File: config.mk
export PLATFORM = sky130hd
export DESIGN_NAME = hazard_unit_param
export DESIGN_NICKNAME = d
export VERILOG_FILES = /design/src/rtl/hazard_unit_param_pkg.sv /design/src/rtl/hazard_unit_param_perf_counter.sv /design/src/rtl/hazard_unit_param.sv
export SDC_FILE = /design/constraint.sdc
export NUM_CORES = 1
export LEC_CHECK = 0
export BUFFER_PORTS_ARGS = -buffer_cell sky130_fd_sc_hd__clkbuf_2
export CELL_PAD_IN_SITES_DETAIL_PLACEMENT = 1
export CELL_PAD_IN_SITES_GLOBAL_PLACEMENT = 1
export CORE_MARGIN = 8
export CORE_UTILIZATION = 27
export CTS_CLUSTER_DIAMETER = 60
export CTS_CLUSTER_SIZE = 28
export DETAILED_ROUTE_END_ITERATION = 10
export GPL_ROUTABILITY_DRIVEN = 0
export PLACE_DENSITY_LB_ADDON = 0.1
export SLEW_MARGIN = 15
export SYNTH_ARGS = -nofsm -noshare
export SYNTH_HDL_FRONTEND = slang
export SYNTH_SLANG_ARGS = --single-unit
File: constraint.sdc
create_clock -name clk -period 1.6 [get_ports clk]
set_input_delay 0.16 -clock clk [delete_from_list [all_inputs] [get_ports clk]]
set_output_delay 0.16 -clock clk [all_outputs]
set_load 0.1 [all_outputs]
File: src/rtl/hazard_unit_param_pkg.sv
// hazard_unit_param_pkg: shared pipeline stage indices and redirect source ids
package hazard_unit_param_pkg;
  localparam int STG_IF  = 0;
  localparam int STG_DEC = 1;
  localparam int STG_EX  = 2;
  localparam int STG_MEM = 3;
  typedef enum logic [0:0] {
    REDIR_DEC = 1'b0,
    REDIR_EX  = 1'b1
  } redir_src_e;
endpackage

File: src/rtl/hazard_unit_param_perf_counter.sv
// hazard_perf_counter: single saturating event counter
module hazard_perf_counter #(
  parameter int CNT_WIDTH = 32
) (
  input  logic                 clk,
  input  logic                 rst_n,
  input  logic                 inc_i,
  output logic [CNT_WIDTH-1:0] cnt_o
);
  logic [CNT_WIDTH-1:0] cnt_q;
  // count events, holding at all-ones
  always_ff @(posedge clk or negedge rst_n)
    if (!rst_n) cnt_q <= '0;
    else if (inc_i && !(&cnt_q)) cnt_q <= cnt_q + 1'b1;
  assign cnt_o = cnt_q;
endmodule

File: src/rtl/hazard_unit_param.sv
// hazard_unit_param: stall/flush/redirect control with pending redirects and watchdog; HAZARD_PERF_CNT_EN adds perf counters
module hazard_unit_param
  import hazard_unit_param_pkg::*;
#(
  parameter int N_STAGES   = 4,
  parameter int N_REDIRECT = 2,
  parameter int ADDR_WIDTH = 32,
  parameter int WDOG_LIMIT = 1024,
  parameter int CNT_WIDTH  = 32
) (
  input  logic                             clk,
  input  logic                             rst_n,
  input  logic [N_STAGES-1:0]              busy_i,
  input  logic [N_REDIRECT-1:0]            redir_valid_i,
  input  logic [N_REDIRECT*ADDR_WIDTH-1:0] redir_pc_i,
  output logic [N_STAGES:0]                stall_o,
  output logic [N_STAGES:0]                flush_o,
  output logic                             load_pc_we_o,
  output logic [ADDR_WIDTH-1:0]            load_pc_o,
  output logic                             wdog_trip_o,
  output logic [N_STAGES*CNT_WIDTH-1:0]    perf_busy_o,
  output logic [N_REDIRECT*CNT_WIDTH-1:0]  perf_redir_o
);
  localparam int WW = $clog2(WDOG_LIMIT + 1);
  logic [N_REDIRECT-1:0] pend_q, pend_d, pv, fire_oh, clr;
  logic [ADDR_WIDTH-1:0] pc_q [N_REDIRECT];
  logic [ADDR_WIDTH-1:0] pc_d [N_REDIRECT];
  logic [N_STAGES:0]     stall, flush;
  logic [ADDR_WIDTH-1:0] load_pc;
  logic                  fire, trip_q, trip_d;
  logic [WW-1:0]         wcnt_q, wcnt_d;
  // pick the deepest unfrozen pending redirect (new pulses bypass the pending regs), then derive stall/flush/watchdog
  always_comb begin
    fire_oh = '0;
    load_pc = '0;
    for (int r = 0; r < N_REDIRECT; r++) begin
      pv[r]   = pend_q[r] | redir_valid_i[r];
      pc_d[r] = redir_valid_i[r] ? redir_pc_i[r*ADDR_WIDTH +: ADDR_WIDTH] : pc_q[r];
      if (pv[r] && !(|(busy_i >> (r + 1)))) begin
        fire_oh    = '0;
        fire_oh[r] = 1'b1;
        load_pc    = pc_d[r];
      end
    end
    fire = |fire_oh;
    for (int r = 0; r < N_REDIRECT; r++) clr[r] = |(fire_oh >> r);
    pend_d = pv & ~clr;
    stall[N_STAGES] = 1'b0;
    flush[0] = 1'b0;
    for (int j = 0; j < N_STAGES; j++) begin
      stall[j]   = |(busy_i >> j);
      flush[j+1] = busy_i[j] | (|(fire_oh >> j));
    end
    if (fire) stall[STG_IF] = 1'b0;
    wcnt_d = (stall[STG_IF] && !fire) ? ((wcnt_q == WW'(WDOG_LIMIT)) ? wcnt_q : wcnt_q + 1'b1) : '0;
    trip_d = trip_q | (wcnt_d == WW'(WDOG_LIMIT));
  end
  // pending redirect and watchdog state
  always_ff @(posedge clk or negedge rst_n)
    if (!rst_n) begin
      pend_q <= '0;
      for (int r = 0; r < N_REDIRECT; r++) pc_q[r] <= '0;
      wcnt_q <= '0;
      trip_q <= 1'b0;
    end else begin
      pend_q <= pend_d;
      for (int r = 0; r < N_REDIRECT; r++) pc_q[r] <= pc_d[r];
      wcnt_q <= wcnt_d;
      trip_q <= trip_d;
    end
  assign stall_o      = stall;
  assign flush_o      = flush;
  assign load_pc_we_o = fire;
  assign load_pc_o    = load_pc;
  assign wdog_trip_o  = trip_q;
`ifdef HAZARD_PERF_CNT_EN
  for (genvar g = 0; g < N_STAGES; g++) begin : g_busy
    hazard_perf_counter #(.CNT_WIDTH(CNT_WIDTH)) u_cnt (
      .clk(clk), .rst_n(rst_n), .inc_i(busy_i[g]),
      .cnt_o(perf_busy_o[g*CNT_WIDTH +: CNT_WIDTH])
    );
  end
  for (genvar g = 0; g < N_REDIRECT; g++) begin : g_redir
    hazard_perf_counter #(.CNT_WIDTH(CNT_WIDTH)) u_cnt (
      .clk(clk), .rst_n(rst_n), .inc_i(fire_oh[g]),
      .cnt_o(perf_redir_o[g*CNT_WIDTH +: CNT_WIDTH])
    );
  end
`else
  assign perf_busy_o  = '0;
  assign perf_redir_o = '0;
`endif
endmodule
==> flow_summary.yaml <==
status:
  run_status: "complete, but fails checks"
  failed_checks: "setup timing"
layout:
  instances_no_fill: 953
  nets: 759
  area_delta_synth_final_pct: 41.4
  n_antenna_cell: 0
  drive_gt1_share_pct: 49.9
power:
  p_total_mw: 8.43
  combPwrFrac_pct: 50.4
  cellPowerDensity_nw_per_um2: 1130
  p_leak_nw: 3.45
  intPower_mw: 4.22
  vdd_drop_max_v: 0.000409
  p_seq_share_pct: 26.9
  p_clk_share_pct: 22.7
  power.switching_mw: 4.21
  swShare_pct: 49.9
clock_tree:
  tritoncts: "built"
  cts.sinks: 78
  root_buffer: "clkbuf_16"
  cts_made_buffers: 9
  htreeDepth: 3
  cts.path.max_buffers: 2
  clk_latency_ns: 0.34
  clk_pin_slew_ns: 0.06
floorplanning:
  rows: 51
  initial_core_util_pct: 27.2
  die_x_um: 156
  pin_count: 308
  die_area_sq_um: 24200
  die_y_um: 156
  coreArea_sq_um: 19300
worst_setup_path:
  end_kind: "primary output"
  worstPathArrival_ns: 1.78
  r2r_start: "wcnt_q[7]"
  reg2regPathDepth: 4
  start_kind: "flop"
  worstPathRequired_ns: 1.44
  cp_max_fo: 12
  crit_start: "pend_q[1]"
  critical_path_class: "reg2out"
sta:
  finalMaxSlewViolations: 0
  skew_ns: 0.00496
  rsz0062_at_grt: "true"
  fin_crit_ns: 1.94
  finalWorstSetupSlack_ns: -0.341
  finalHoldViolCount: 0
  holdWs_ns: 0.0736
  finalCritPeriodShare_pct: 121
  timing.fmax_mhz: 515
  setup_viol: 37
  relSlewSlack_pct: 63.3
  worst_pin_slew_ns: 0.553
  setup_tns_ns: -10.19
worst_hold_path:
  hp-start: "redir_pc_i[44]"
  hp-class: "in2reg"
  hold_path_depth: 2
place:
  place_inst: 930
  dp_hpwl_mm: 12.5
  io_buffers: 113
routing:
  num_vias: 3626
  drt-total-wl_mm: 15.8
  final_antenna_net_count: 0
  via_per_inst: 3.80
  drc: 0
  drt_iter0_drc: 70
  avgRoutedWirePerCell_um: 16.6
  firstDrtPassIters: 6
logic_synthesis:
  synthCells: 536
  ys_seq_elements: 78
  yosys_warnings: 0
  async_reset_ff_share_pct: 100
  synth-edff-count: 0
  synth_area_sq_um: 5270
  ys_types: 39
  synthFlopType: "dfrtp_1"
  syn_area_per_cell_sq_um: 9.83
  yosysSeqAreaShare_pct: 37.1
job:
  cap_viol_max_count: 0
global_route:
  grt-ovfl-total: 0
  grt_pass1_vias: 4118
  track_usage_pct: 12.6
  antenna_found_initial: 1
  grt_max_degree: 79
  grt_pass1_wl_mm: 23.5
==> cells in the final DEF, fill, tap and decap left out, types with 2 or more instances in the layout <==
cell type   count
buf_12         49
buf_4          34
buf_6           6
clkbuf_16       9
clkbuf_2       75
clkbuf_8        2
clkinvlp_4      2
conb_1        194
dfrtp_1        77
inv_1           5
mux2_2         64
nand2_1        34
nand2_2        30
nand2_4         2
nand3_1         2
nand3_4         3
nor2_1         13
nor2_2          3
nor2_4          5
nor3_2          2
nor4_4          2
o21ai_4         2
o31ai_4        31
or3_4           3
xnor2_1         6
xor2_1          3
==> metal layers <==
metal | global-route usage (%) | vias to the layer above | part of all wire (%)
li1 | - | 1670 | -
met1 | 14.6 | 1781 | 41
met2 | 21.8 | 159 | 51
met3 | 3.52 | 14 | 6.1
met4 | 4.30 | 2 | 1.5
met5 | 0 | - | 0.082
==> cells in the mapped netlist, drive strengths merged, types with 2 or more instances <==
| library cell | number | area, sq um |
|---|---|---|
| o31ai | 31 | 233 |
| nand3 | 6 | 47.6 |
| xnor2 | 7 | 61.3 |
| nand2 | 67 | 251 |
| dfrtp | 78 | 1950 |
| o21ai | 3 | 15.0 |
| mux2 | 64 | 721 |
| nor3 | 3 | 15.0 |
| nor4 | 2 | 33.8 |
| ha | 2 | 25.0 |
| nor2 | 21 | 78.8 |
| o22ai | 2 | 26.3 |
| inv | 7 | 26.3 |
| nor3b | 2 | 20.0 |
| clkbuf | 17 | 63.8 |
| or3 | 3 | 18.8 |
| nand4b | 2 | 23.8 |
| xor2 | 4 | 35.0 |
| buf | 204 | 1530 |
==> kinds of logic (layout without fill, tap and decap cells) <==
| kind of cell | after synthesis | after routing | share of synthesized area, % |
|---|---|---|---|
| muxes | 64 | 64 | 13.7 |
| AOI/OAI and AO/OA | 41 | 41 | 6.06 |
| DFF | 78 | 78 | 37.1 |
| other | 1 | 194 | 0.0712 |
| adders and majority gates | 2 | 2 | 0.475 |
| and+or+nand+nor | 111 | 111 | 10.1 |
| xor gates and xnor gates | 11 | 11 | 1.83 |
| buffers and inverters | 228 | 187 | 30.7 |
==> metrics by stage <==
stage	util, %	setup WS [ns]	instance area [sq um]
after CTS	37.5	-0.372	7260
final	38.5	-0.341	7450
after detailed placement	35.3	-0.106	6820
after global routing	38.5	-0.417	7450
after floorplan	-	-0.346	6620
after global placement	35.3	-0.108	6820
==> layout make-up <==
type / instances / area [sq um]
Fill cell: 2215 / 11900
Multi-Input combinational cell: 423 / 3140
Sequential cell: 78 / 1950
Timing Repair Buffer: 166 / 1720
Tap cell: 265 / 332
Clock buffer: 11 / 253
Inverter: 7 / 30.0
Clock inverter: 3 / 21.3
==> sequential cells by signal, summed over array words and instances (netlist names) <==
register,cells
wdog_trip_o,1
pend_q,2
wcnt_q,11
pc_q,64
==> power groups by stage <==
stage	combinational (mW)	clock [mW]	sequential, mW
after floorplan	3.73	0	2.26
after CTS	4.13	2.02	2.25
after global placement	4.05	0	2.28
after global routing	4.40	2.07	2.29
after detailed placement	4.06	0	2.29
final	4.24	1.91	2.27
==> critical path, stage by stage, from the launching register on <==
cell,delay [ns]
dfrtp_1,0.41
o21ai_4,0.15
buf_12,0.14
buf_12,0.14
nand2_1,0.09
o31ai_4,0.29
buf_12,0.21
==> final timing paths <==
check	end	slack [ns]
max	load_pc_o[1]	-0.34
min	pc_q[12]	0.07
max reg2reg	wdog_trip_o	-0.13
min reg2reg	pc_q[25]	0.50
max in group asynchronous	wcnt_q[5]	0.84
min in group asynchronous	wcnt_q[0]	0.40
==> repair_timing <==
item,in CTS,in global routing
buffers inserted,3,4
gates cloned,1,0
pin swaps,6,22
hold buffers,1,0
endpoints found under the setup margin,37,42
gates resized for setup,24,41
hold endpoints to repair,78,0
Power figures use the tool's default switching activity.
